--- src/rtl/ravenoc_out_arbiter_if.sv ---
// ----------------------------------------------------------------------------
// ravenoc_out_arbiter_if
// Handshake bundle between the input buffers / output mux and one output-port
// arbiter.
//   req_valid_i : per-port flit present and routed to this output
//   req_head_i  : per-port presented flit is a head
//   req_tail_i  : per-port presented flit is a tail (head+tail = single flit)
//   out_ready_i : downstream accepts a flit this cycle
//   grant_o     : one-hot grant back to the input buffers
//   sel_o       : granted port index for the output flit mux
//   out_valid_o : a granted flit is present on the output
// Modports: slave = arbiter side, master = buffer/mux side.
// ----------------------------------------------------------------------------
interface ravenoc_out_arbiter_if #(
    parameter int unsigned N_PORTS = 5
);
    localparam int unsigned SelW = $clog2(N_PORTS);

    logic [N_PORTS-1:0] req_valid_i;
    logic [N_PORTS-1:0] req_head_i;
    logic [N_PORTS-1:0] req_tail_i;
    logic               out_ready_i;
    logic [N_PORTS-1:0] grant_o;
    logic [SelW-1:0]    sel_o;
    logic               out_valid_o;

    modport slave (
        input  req_valid_i, req_head_i, req_tail_i, out_ready_i,
        output grant_o, sel_o, out_valid_o
    );

    modport master (
        output req_valid_i, req_head_i, req_tail_i, out_ready_i,
        input  grant_o, sel_o, out_valid_o
    );
endinterface

--- src/rtl/ravenoc_out_arbiter.sv ---
// ----------------------------------------------------------------------------
// ravenoc_out_arbiter
// Wormhole round-robin arbiter for one router output port. Picks an input
// whose head flit targets this output and holds the output for that input
// until its tail flit is accepted.
// Ports:
//   clk_noc    : NoC clock
//   arst_noc   : synchronous active-high reset
//   arb_if     : request/grant handshake bundle (slave modport)
//   locked_o   : high while the output is locked to a packet
//   wdog_err_o : sticky stall-watchdog error
// Optional feature: define RAVENOC_ARB_WDOG_EN to enable the stall watchdog
// (WDOG_CYCLES stalled locked cycles force the lock to drop). Without it the
// lock lasts indefinitely and wdog_err_o is tied 0.
// ----------------------------------------------------------------------------
module ravenoc_out_arbiter #(
    parameter int unsigned N_PORTS     = 5,
    parameter int unsigned WDOG_CYCLES = 256
) (
    input  logic                 clk_noc,
    input  logic                 arst_noc,
    ravenoc_out_arbiter_if.slave arb_if,
    output logic                 locked_o,
    output logic                 wdog_err_o
);
    localparam int unsigned SelW = $clog2(N_PORTS);

    typedef enum logic {StIdle, StLocked} state_e;

    state_e             r_state, w_state_nxt;
    logic [SelW-1:0]    r_rr_ptr, w_rr_ptr_nxt;
    logic [SelW-1:0]    r_lock_idx, w_lock_idx_nxt;

    logic [N_PORTS-1:0] w_cand;
    logic [SelW-1:0]    w_idx;
    logic [SelW-1:0]    w_winner;
    logic               w_found;
    logic [N_PORTS-1:0] w_grant;
    logic [SelW-1:0]    w_sel;
    logic               w_fire;
    logic               w_tail_sel;
    logic               w_wdog_trip;

    // Increment modulo N_PORTS; N_PORTS need not be a power of two.
    function automatic logic [SelW-1:0] f_inc(input logic [SelW-1:0] idx);
        if (32'(idx) == N_PORTS - 1) begin
            return '0;
        end
        return idx + 1'b1;
    endfunction

    assign w_cand = arb_if.req_valid_i & arb_if.req_head_i;

    // First head candidate at or above rr_ptr, wrapping.
    always_comb begin
        w_found  = 1'b0;
        w_winner = r_rr_ptr;
        w_idx    = r_rr_ptr;
        for (int unsigned k = 0; k < N_PORTS; k++) begin
            if (!w_found && w_cand[w_idx]) begin
                w_found  = 1'b1;
                w_winner = w_idx;
            end
            w_idx = f_inc(w_idx);
        end
    end

    always_comb begin
        w_grant = '0;
        w_sel   = r_rr_ptr;
        if (r_state == StLocked) begin
            w_grant[r_lock_idx] = 1'b1;
            w_sel               = r_lock_idx;
        end else if (w_found) begin
            w_grant[w_winner] = 1'b1;
            w_sel             = w_winner;
        end
    end

    assign w_tail_sel = arb_if.req_tail_i[w_sel];
    assign w_fire     = (|(w_grant & arb_if.req_valid_i)) & arb_if.out_ready_i;

    always_comb begin
        w_state_nxt    = r_state;
        w_rr_ptr_nxt   = r_rr_ptr;
        w_lock_idx_nxt = r_lock_idx;
        unique case (r_state)
            StIdle: begin
                if (w_found) begin
                    if (w_fire && w_tail_sel) begin
                        w_rr_ptr_nxt = f_inc(w_winner);
                    end else begin
                        // Unaccepted heads lock too, keeping the grant stable.
                        w_state_nxt    = StLocked;
                        w_lock_idx_nxt = w_winner;
                    end
                end
            end
            StLocked: begin
                if ((w_fire && w_tail_sel) || w_wdog_trip) begin
                    w_state_nxt  = StIdle;
                    w_rr_ptr_nxt = f_inc(r_lock_idx);
                end
            end
            default: w_state_nxt = StIdle;
        endcase
    end

    always_ff @(posedge clk_noc) begin
        if (arst_noc) begin
            r_state    <= StIdle;
            r_rr_ptr   <= '0;
            r_lock_idx <= '0;
        end else begin
            r_state    <= w_state_nxt;
            r_rr_ptr   <= w_rr_ptr_nxt;
            r_lock_idx <= w_lock_idx_nxt;
        end
    end

`ifdef RAVENOC_ARB_WDOG_EN
    logic [15:0] r_wdog_cnt, w_wdog_cnt_nxt;
    logic        r_wdog_err;

    assign w_wdog_trip = (r_state == StLocked) && !w_fire &&
                         (r_wdog_cnt == 16'(WDOG_CYCLES - 1));

    always_comb begin
        w_wdog_cnt_nxt = r_wdog_cnt + 16'd1;
        if ((r_state != StLocked) || w_fire || w_wdog_trip) begin
            w_wdog_cnt_nxt = '0;
        end
    end

    always_ff @(posedge clk_noc) begin
        if (arst_noc) begin
            r_wdog_cnt <= '0;
            r_wdog_err <= 1'b0;
        end else begin
            r_wdog_cnt <= w_wdog_cnt_nxt;
            if (w_wdog_trip) begin
                r_wdog_err <= 1'b1;
            end
        end
    end

    assign wdog_err_o = r_wdog_err;
`else
    assign w_wdog_trip = 1'b0;
    assign wdog_err_o  = 1'b0;
`endif

    assign arb_if.grant_o     = w_grant;
    assign arb_if.sel_o       = w_sel;
    assign arb_if.out_valid_o = |(w_grant & arb_if.req_valid_i);
    assign locked_o           = (r_state == StLocked);
endmodule

--- src/flat_wrapper.sv ---
// flat-port wrapper written by rule: the top's interface ports become plain ports
module ravenoc_out_arbiter_flat 
#(
    parameter int unsigned N_PORTS     = 5,
    parameter int unsigned WDOG_CYCLES = 256
)
  (clk_noc, arst_noc, locked_o, wdog_err_o, arb_if_req_valid_i, arb_if_req_head_i, arb_if_req_tail_i, arb_if_out_ready_i, arb_if_grant_o, arb_if_sel_o, arb_if_out_valid_o);
  ravenoc_out_arbiter_if #(.N_PORTS(N_PORTS)) arb_if_i ();
  input  logic clk_noc;
  input  logic arst_noc;
  output logic locked_o;
  output logic wdog_err_o;
  input wire logic [$bits(arb_if_i.req_valid_i)-1:0] arb_if_req_valid_i;
  input wire logic [$bits(arb_if_i.req_head_i)-1:0] arb_if_req_head_i;
  input wire logic [$bits(arb_if_i.req_tail_i)-1:0] arb_if_req_tail_i;
  input wire logic [$bits(arb_if_i.out_ready_i)-1:0] arb_if_out_ready_i;
  output wire logic [$bits(arb_if_i.grant_o)-1:0] arb_if_grant_o;
  output wire logic [$bits(arb_if_i.sel_o)-1:0] arb_if_sel_o;
  output wire logic [$bits(arb_if_i.out_valid_o)-1:0] arb_if_out_valid_o;
  assign arb_if_i.req_valid_i = arb_if_req_valid_i;
  assign arb_if_i.req_head_i = arb_if_req_head_i;
  assign arb_if_i.req_tail_i = arb_if_req_tail_i;
  assign arb_if_i.out_ready_i = arb_if_out_ready_i;
  assign arb_if_grant_o = arb_if_i.grant_o;
  assign arb_if_sel_o = arb_if_i.sel_o;
  assign arb_if_out_valid_o = arb_if_i.out_valid_o;
  ravenoc_out_arbiter #(.N_PORTS(N_PORTS), .WDOG_CYCLES(WDOG_CYCLES)) u_core (.clk_noc(clk_noc), .arst_noc(arst_noc), .arb_if(arb_if_i), .locked_o(locked_o), .wdog_err_o(wdog_err_o));
endmodule
--- config.mk ---
export PLATFORM = sky130hd
export DESIGN_NAME = ravenoc_out_arbiter_flat
export DESIGN_NICKNAME = d
export VERILOG_FILES = /design/src/rtl/ravenoc_out_arbiter_if.sv /design/src/rtl/ravenoc_out_arbiter.sv /design/src/flat_wrapper.sv
export SDC_FILE = /design/constraint.sdc
export NUM_CORES = 1
export LEC_CHECK = 0
export ABC_AREA = 1
export BUFFER_PORTS_ARGS = -buffer_cell sky130_fd_sc_hd__buf_2
export CORE_UTILIZATION = 61
export DETAILED_ROUTE_END_ITERATION = 6
export PLACE_DENSITY = 0.9
export SLEW_MARGIN = 0
export SYNTH_ARGS = -nofsm -noshare
export SYNTH_HDL_FRONTEND = slang
export SYNTH_SLANG_ARGS = --single-unit
export TNS_END_PERCENT = 50
--- constraint.sdc ---
create_clock -name clk_noc -period 10.9 [get_ports clk_noc]
set_clock_uncertainty 0.1 [all_clocks]
set_input_delay 1.635 -clock clk_noc [delete_from_list [all_inputs] [get_ports clk_noc]]
set_output_delay 1.635 -clock clk_noc [all_outputs]
set_load 0.005 [all_outputs]
==> impl_results.md, run 1 <==
- DR vias: 1825
- Synth top area cells: nand2_1 24%, nand3_1 12%, dfxtp_1 8.7%
- Grt ovf: 0
- Setup violators final: 0
- Bufs on Longest Clock Path: 2
- Post-Route WL: 3970 um
- Setup TNS: 0 ns
- Routed vias/inst: 5.32
- Top-count cell post-synth: nand2_1
- Placed cell count: around 340
- Hold Path End: u_core.r_lock_idx[1]
- Antenna violations before repair: 0
- CTS Buf Count: 3
- DR WL/cell: around 12 um
- Post-CTS Setup Inserts: 0
- Worst R2R End: u_core.r_lock_idx[1]
- First-pass GRT wire length: 6380 um
- Diodes inserted: 0
- WHS: 0.478 ns
- Detail Route met2 WL: 1800 um
- Die W: 53.5 um
- DR WL met3: 216 um
- Tcrit/Tclk final: 51.2%
- Initial core utilization: ~65%
- Top Metal Used: met4
- Number of max-cap violations: 0
- Synth area leader: nand2_1
- Core Region: roughly 0.0025 mm2
- Reg2Reg Depth: 26
- M1 wire length: 1930 um
- Final Hold Fails: 0
- Unrepaired setup endpoints after global routing: false
- Buffers on Ports: 27
- Setup crit start kind: flop
- IO Pins: 29
- DRT Pass-1 Iters: 5
- Hold Startpoint: u_core.r_lock_idx[1]
- Fmax: 179 MHz
- FF+latch count, synth: 7
- Post-synth ARST share: 0%
- Hold WC Path Type: flop to flop
- HPWL after DPL: 3340 um
- Die Y: 53.5 um
- Fin crit period: 5.58 ns
- Cell mode on critical path: nand2_1
- Die area: 0.00286 mm2
- Drt drc: 0
- Fin cells: roughly 340
- Worst-path clk slew: 0.05 ns
- Mean Syn Cell Area: 5.67 um2
- CTS tree: done
- Ratio of cells with drive above 1 in the final layout: 24.6%
- Peak fanout along the critical path: 9
- Hold_buf cts: 0
- Final Net Count: roughly 340
- Number of global-route vias before repair: about 1500
- EDFF count, synth: 0
- Final Core Density: 71.7%
- Crit path max-delay cell type: dfxtp_1
- Dominant synthesized flop cell: dfxtp_1
- Largest net degree at the start of global routing: 14
- Final RePlAce weighted congestion: 0.968
- CTS sink cnt: 7
- Syn. warnings: 0
- Syn Inst Count: roughly 290
- Worst path arrival time: 3.84 ns
- Syn nets: 314
- Rows: 18
- Final ANT Viol Nets: 0
- Clk_lat worst skew: 0.24 ns
- H-tree levels: 1
- Top post-synthesis cells by count: 104 x nand2_1, 38 x nand3_1, 34 x inv_1
- Buffers plus inverters on the worst setup path: 5
- Synth top area share: 24.1%
- RR Startpoint: u_core.r_rr_ptr[0]
- Layout area overhead: 10.8%
- R2R setup slack: approximately 6.8 ns
- Root buffer cell: clkbuf_4
- CP Class: flop to output port
- Max-slew violations: 0
- Yosys cell types: 30
- Total Routing Usage GR: 30.1%
- Cell family with most CP delay: simple AND/OR/NAND/NOR gates
- Outcome: finished clean
- Cts repair resizes: 0
- Crit. End Element: output port
- Cell Area, Synth: 0.00162 mm2
- CP Data Required Time: around 9 ns
- Hold Path Depth: 2
- Slowest stage delay, CP: 0.47 ns
- DRT iter0 DRCs: 84
- Register area share after synthesis: under 10%
[stage by stage]
step / instance area (um2) / setup slack (ns)
floorplan: 1620 / 5.86
global route: 1790 / 4.99
global placement: 1770 / 5.39
finish: 1790 / 5.32
detailed placement: 1770 / 5.39
CTS: 1790 / 5.34
[cell usage in the layout (no fill, tap or decap), types with 2 or more instances in the layout]
| cell | count |
|---|---|
| a21boi_1 | 2 |
| a21oi_1 | 3 |
| buf_2 | 27 |
| clkbuf_4 | 3 |
| dfxtp_1 | 7 |
| ha_1 | 11 |
| inv_1 | 34 |
| inv_2 | 6 |
| nand2_1 | 104 |
| nand2_2 | 15 |
| nand2_4 | 8 |
| nand3_1 | 38 |
| nand3_2 | 10 |
| nand4_1 | 4 |
| nor2_1 | 20 |
| nor2_2 | 2 |
| nor3_1 | 2 |
| o21ai_0 | 2 |
| o21ai_2 | 2 |
| o22ai_1 | 2 |
| xnor2_1 | 2 |
[how the worst max path moves through the flow]
stage                          start            endpoint  depth (start not counted)
2_1_floorplan  arb_if_req_valid_i[0]  arb_if_out_valid_o                         17
3_3_place_gp   arb_if_req_valid_i[3]  arb_if_out_valid_o                         19
3_5_place_dp   arb_if_req_valid_i[0]  arb_if_out_valid_o                         22
4_1_cts           u_core.r_rr_ptr[0]  arb_if_out_valid_o                         27
5_1_grt           u_core.r_rr_ptr[0]  arb_if_out_valid_o                         29
6_report          u_core.r_rr_ptr[0]  arb_if_out_valid_o                         29
[final cells by class]
class / count / area [um2]
multi-input cells: 235 / 1300
well taps: 30 / 37.5
repair buffers: 27 / 135
clock buffers: 4 / 26.3
inverters: 40 / 150
fillers: 239 / 708
flip-flops and latches: 7 / 140
[worst reg2reg max path: stages, from the launching register on]
cell	delay, ns
dfxtp_1	0.47
inv_2	0.16
ha_1	0.27
nand2_2	0.12
nand2_4	0.10
ha_1	0.23
nand3_2	0.11
nand2_4	0.10
ha_1	0.24
nor2_1	0.09
nand3_1	0.09
nand2_2	0.13
inv_2	0.06
nand2_1	0.06
nand3_1	0.11
inv_1	0.09
nand2_1	0.06
nand2_2	0.11
nand2_4	0.10
o21ai_2	0.27
o21ai_2	0.13
inv_1	0.08
nand2_1	0.07
a21boi_1	0.16
nand3_2	0.24
a21oi_1	0.20
nor2_1	0.06
[state kept, by name, summed over array words and instances (netlist names)]
signal	cells
u_core.r_rr_ptr	3
u_core.r_lock_idx	3
u_core.locked_o	1
[cells by family after synthesis]
group	after synthesis	synth area share [%]
buffers and inverters	43	10.8
AND/OR/NAND/NOR	207	64.5
AO/OA/AOI/OAI	14	6.27
adder cells (fa/ha/maj)	11	8.51
XOR/XNOR	2	1.08
other	1	0.232
flip-flops	7	8.67
[layer usage]
metal | GRT usage (%) | up-vias
met5 | 0 | -
met4 | 10.5 | 0
met3 | 2.59 | 4
met2 | 46.7 | 67
met1 | 42.4 | 798
li1 | - | 956
Power of run 1 is not shown: default switching activity piles up to over one toggle a cycle in this logic, so the estimate is an artifact.
==> inputs of run 2 (changes only) <==
--- a/config.mk
+++ b/config.mk
@@ -7,9 +7,9 @@
 export LEC_CHECK = 0
 export ABC_AREA = 1
 export BUFFER_PORTS_ARGS = -buffer_cell sky130_fd_sc_hd__buf_2
-export CORE_UTILIZATION = 61
+export CORE_UTILIZATION = 51
 export DETAILED_ROUTE_END_ITERATION = 6
-export PLACE_DENSITY = 0.9
+export PLACE_DENSITY = 0.81
 export SLEW_MARGIN = 0
 export SYNTH_ARGS = -nofsm -noshare
 export SYNTH_HDL_FRONTEND = slang
==> constraint.sdc (replaced) <==
create_clock -name clk_noc -period 4.5 [get_ports clk_noc]
set_clock_uncertainty 0.1 [all_clocks]
set_input_delay 0.675 -clock clk_noc [delete_from_list [all_inputs] [get_ports clk_noc]]
set_output_delay 0.675 -clock clk_noc [all_outputs]
set_load 0.005 [all_outputs]
==> run 2 against run 1 <==
First-iteration DRC count increased by 8.3%. Hold slack got worse by 0.015 ns. Die area increased by 19%. Cell count increased by 4.4%. Core utilization decreased by 10 points. Clock-buffer cell count unchanged. Global-route usage decreased by 5.2 points. Final area increased by 3.6%. Critical path depth decreased by 6. Via count decreased by 0.27%. Sequential cell count unchanged. Worst setup slack got worse by 5.1 ns. Critical path type unchanged. Largest cell class unchanged. Highest routed layer unchanged.
==> impl_results.md, run 2 (synthesis results as in run 1) <==
- Root buffer cell: clkbuf_4
- Routed vias/inst: 5.08 (-4.5%)
- Bufs on Longest Clock Path: 2 (unchanged)
- DR WL/cell: 11.3 um (-2.6%)
- Placed cell count: 353 (+4.1%)
- DRT Pass-1 Iters: 4 (-1)
- Reg2Reg Depth: 27 (+3.8%)
- Final Hold Fails: 0 (unchanged)
- Final Net Count: 344 (+0.29%)
- Ratio of cells with drive above 1 in the final layout: 27.4% (+2.8 points)
- Fmax: 236 MHz
- Placed standard-cell area: 0.00178 mm2 (+0.99%)
- Slowest stage delay, CP: 0.36 ns (-0.11 ns)
- Setup crit start kind: flop
- Crit. End Element: output port
- Rows: 20 (+2)
- Post-Route WL: 4040 um (+1.6%)
- Most frequent cells in the layout: 103 x nand2_1, 38 x nand3_1, 33 x inv_1
- Commonest non-fill, non-tap cell in the layout: nand2_1
- Number of global-route vias before repair: 1508 (+0.20%)
- Buffers plus inverters on the worst setup path: 4 (-1)
- Worst path arrival time: 3.46 ns (-0.38 ns)
- CP Data Required Time: 3.72 ns (-5.45 ns)
- Layout area overhead: 14.8%
- Hold Startpoint: u_core.r_lock_idx[1]
- WHS: 0.463 ns (-0.0153 ns)
- R2R setup slack: 0.71 ns (-6.07 ns)
- Setup TNS: 0 ns (unchanged)
- Grt met2 use: 38.9% (-7.8 points)
- Met3 Usage GRT: 2.20% (-0.39 points)
- Worst R2R End: u_core.r_lock_idx[1]
- DRT iter0 DRCs: 91 (+8.3%)
- Crit path launch: u_core.r_rr_ptr[0]
- DR vias: 1820 (-0.27%)
- Number of max-cap violations: 0 (unchanged)
- CTS tree: done
- Initial core utilization: 53.4% (-11 points)
- Routing usage on met1: 35.8% (-6.6 points)
- Hold WC Path Type: flop to flop
- Core Region: 0.00303 mm2 (+21%)
- IO Pins: 29 (unchanged)
- GR peak layer: met2
- H-tree levels: 1 (unchanged)
- Peak fanout along the critical path: 9 (unchanged)
- Fin cells: 358 (+4.4%)
- Hold Path Depth: 2 (unchanged)
- CTS Buf Count: 3 (unchanged)
- Tcrit/Tclk final: between 90% and 100%
- Grt ovf: 0 (unchanged)
- CTS sink cnt: 7 (unchanged)
- Crit path max-delay cell type: dfxtp_4
- Clk_lat worst skew: 0.25 ns (about the same)
- Final RePlAce weighted congestion: 0.941 (-2.9%)
- Hold Path End: u_core.r_lock_idx[1]
- HPWL after DPL: 3390 um (+1.4%)
- Final ANT Viol Nets: 0 (unchanged)
- Buffers on Ports: 27 (unchanged)
- Die Y: 58.3 um (+9.0%)
- Die W: 58.3 um (+9.0%)
- First-pass GRT wire length: 6620 um (+3.7%)
- Largest net degree at the start of global routing: 14 (unchanged)
- Cell mode on critical path: nand2_2
- Fin crit period: 4.23 ns
- Drt drc: 0 (unchanged)
- Die area: 0.00340 mm2 (+19%)
- Diodes inserted: 0 (unchanged)
- Total Routing Usage GR: 24.9% (-5.2 points)
- CP Cell Sequence: inv_4, ha_4, nand2_2, nand2_4, ha_2, nand3_2, nand2_4, ha_2, inv_1, nand2_2, nand2_2, inv_2, nor2_1, nand2_1, nand2_2, nand2_4, o21ai_2, nor2_1, nand2_1, a21boi_1, nor2_2, nand2_2, buf_2
- Setup violators final: 0 (unchanged)
- Worst-path clk slew: 0.05 ns (about the same)
- Cell family with most CP delay: simple AND/OR/NAND/NOR gates
- Max-slew violations: 0 (unchanged)
- Outcome: finished clean
- CP Class: flop to output port
- Antenna violations before repair: 0 (unchanged)
- Design Area, Final: 0.00186 mm2 (+3.6%)
- RR Startpoint: u_core.r_rr_ptr[0]
[run 2: changes by cell type in the layout (fill, tap and decap cells not counted), sizes merged]
| cell | before | now |
|---|---|---|
| buf | 27 | 28 |
[run 2: layout make-up]
cell class / instances / area [um2]
well taps: 44 / 55.1
clock buffers: 4 / 26.3
repair buffers: 28 / 143
flip-flops and latches: 7 / 148
fillers: 299 / 1170
inverters: 40 / 153
multi-input cells: 235 / 1330
[run 2: worst max path at each step]
stage / end / slack, ns / cells past startpoint
floorplan: arb_if_out_valid_o / 0.72 / 28
global placement: arb_if_out_valid_o / 0.20 / 29
detailed placement: arb_if_out_valid_o / 0.22 / 29
CTS: arb_if_out_valid_o / 0.04 / 29
global route: arb_if_out_valid_o / -0.004 / 29
finish: arb_if_out_valid_o / 0.27 / 23
[run 2: timing repair]
item                       in CTS  in global routing
hold buffers                    0                  0
pin swaps                       0                  1
setup endpoints to repair       1                  1
buffers inserted                0                  1
gates resized for setup         2                 11
[run 2: through the flow]
stage / worst slack [ns] / utilization, %
2_1_floorplan: 0.724 / -
3_3_place_gp: 0.203 / 58.9
3_5_place_dp: 0.222 / 58.9
4_1_cts: 0.0400 / 59.8
5_1_grt: -0.00384 / 61.3
6_report: 0.266 / 61.3
[run 2: worst min-delay path, delay by kind of cell (launching register included)]
kind | cells | cell delay (ns)
flops | 1 | 0.34
compound gates | 1 | 0.12
simple gates | 1 | 0.06
[run 2: routing by layer]
layer	part of all wire, %	vias to the layer above
li1	-	959
met1	49	814
met2	46	38
met3	3.6	9
met4	1.3	0
met5	0	-
Power of run 2 is left out for the same reason.
==> inputs of run 3 (changes only) <==
--- a/config.mk
+++ b/config.mk
@@ -7,9 +7,10 @@
 export LEC_CHECK = 0
 export ABC_AREA = 1
 export BUFFER_PORTS_ARGS = -buffer_cell sky130_fd_sc_hd__buf_2
-export CORE_UTILIZATION = 51
+export CORE_UTILIZATION = 45
 export DETAILED_ROUTE_END_ITERATION = 6
-export PLACE_DENSITY = 0.81
+export PLACE_DENSITY = 0.73
+export REMOVE_ABC_BUFFERS = 1
 export SLEW_MARGIN = 0
 export SYNTH_ARGS = -nofsm -noshare
 export SYNTH_HDL_FRONTEND = slang
==> run 3 against run 2 <==
Global-route usage down 2.5 points. First-iteration DRC count fell by 8.8%. Critical path depth grew 6. Hold slack improved by 0.0059 ns. Critical path type unchanged. Critical endpoint unchanged.
==> impl_results.md, run 3 (synthesis results as in run 1) <==
- Outcome: finished clean
- WHS: 0.469 ns (+0.00588 ns)
- Die Y: 61.9 um (+6.2%)
- H-tree levels: 1 (unchanged)
- Final Core Density: 55.1% (-6.2 points)
- Number of max-cap violations: 0 (unchanged)
- Peak fanout along the critical path: 9 (unchanged)
- Hold WC Path Type: flop to flop
- DR vias: 1825 (+0.27%)
- Final Net Count: 345 (+0.29%)
- Crit. End Element: output port
- Worst path arrival time: 3.44 ns (-0.02 ns)
- Fin crit period: 4.22 ns (-0.0156 ns)
- DRT iter0 DRCs: 83 (-8.8%)
- First-pass GRT wire length: 6500 um (-1.8%)
- Number of global-route vias before repair: 1476 (-2.1%)
- Clk_lat worst skew: 0.25 ns (about the same)
- Fin cells: 361 (+0.84%)
- Largest net degree at the start of global routing: 14 (unchanged)
- Setup slack at placement: 0.264 ns (+0.0422 ns)
- Worst Setup Slack, final: 0.282 ns (+0.0156 ns)
- Most frequent cells in the layout: 102 x nand2_1, 38 x nand3_1, 33 x inv_1
- Initial core utilization: 47.7% (-5.7 points)
- Placed cell count: 356 (+0.85%)
- CP Data Required Time: 3.72 ns (about the same)
- FILL cells: 346 (+16%)
- Routed vias/inst: 5.06 (-0.56%)
- Setup crit start kind: flop
- Drt drc: 0 (unchanged)
- Tcrit/Tclk final: 93.7% (-0.35 points)
- Hold_buf cts: 0 (unchanged)
- Core Region: 0.00339 mm2 (+12%)
- Bufs on Longest Clock Path: 2 (unchanged)
- Setup violators final: 0 (unchanged)
- Total Routing Usage GR: 22.3% (-2.5 points)
- Slowest stage delay, CP: 0.37 ns (about the same)
- Commonest non-fill, non-tap cell in the layout: nand2_1
- Final ANT Viol Nets: 0 (unchanged)
- Fmax: 237 MHz (+0.37%)
- Layout area overhead: 15.5%
- HPWL after DPL: 3310 um (-2.2%)
- DR WL/cell: 11.1 um (-1.8%)
- Crit path max-delay cell type: dfxtp_4
- Diodes inserted: 0 (unchanged)
- Rows: 21 (+5.0%)
- Buffers on Ports: 27 (unchanged)
- DRT Pass-1 Iters: 5 (+1)
- Ratio of cells with drive above 1 in the final layout: 27.9% (+0.55 points)
- Die W: 61.9 um (+6.2%)
- CP Class: flop to output port
- Cell mode on critical path: nand2_1
- Worst-path clk slew: 0.05 ns (about the same)
- Final RePlAce weighted congestion: 0.941 (about the same)
- Antenna violations before repair: 0 (unchanged)
- CTS Buf Count: 3 (unchanged)
- Root buffer cell: clkbuf_4
- Grt ovf: 0 (unchanged)
- Die area: 0.00384 mm2 (+13%)
- IO Pins: 29 (unchanged)
- Final Hold Fails: 0 (unchanged)
- Post-Route WL: 4000 um (-0.97%)
- CTS sink cnt: 7 (unchanged)
- Max-slew violations: 0 (unchanged)
- CTS tree: done
[run 3: cell types whose count changed in the layout (fill, tap and decap cells not counted)]
cell,before,now
nand2_1,103,102
nand2_2,16,17
ha_1,8,9
buf_4,1,2
dfxtp_1,5,6
dfxtp_4,2,1
nor2_1,20,18
nor2_2,1,3
ha_2,2,1
[run 3: path summary, 6_finish.rpt]
path | to | startpoint | slack, ns | cells after the start
max | arb_if_out_valid_o | u_core.r_rr_ptr[0] | 0.28 | 29
min | u_core.r_lock_idx[1] | u_core.r_lock_idx[1] | 0.47 | 2
max reg2reg | u_core.r_lock_idx[1] | u_core.r_rr_ptr[0] | 0.74 | 28
min reg2reg | u_core.r_lock_idx[1] | u_core.r_lock_idx[1] | 0.47 | 2
[run 3: final cells by class]
class,count,area (um2),area share [%]
Multi-Input combinational cell,235,1340,71.6
Inverter,40,153,8.18
Timing Repair Buffer,29,150,8.04
Sequential cell,7,144,7.71
Tap cell,46,57.6,3.08
Clock buffer,4,26.3,1.41
[run 3: per-layer routing]
metal	GRT usage (%)	vias up	wire [um]
met1	33.5	822	1960
met4	3.81	0	9
met3	1.24	2	128
met2	35.5	39	1900
met5	0	-	0
li1	-	962	-
[run 3: metrics by stage]
step | TNS [ns] | cell area (um2)
floorplan | 0 | 1590
global placement | 0 | 1790
detailed placement | 0 | 1790
CTS | 0 | 1820
global route | -0.0115 | 1870
finish | 0 | 1870
[run 3: what timing repair did]
item / in CTS / in global routing
pin swaps: 0 / 1
gates resized for setup: 1 / 12
buffers inserted: 0 / 1
endpoints found under the setup margin: 1 / 5
[run 3: worst max-delay path, delay by kind of cell (launching register included)]
family,cells,cell delay [ns]
flops,1,0.37
buf+inv,5,0.41
fa+ha+maj,3,0.62
simple gates,21,1.78
Power of run 3 is left out for the same reason.
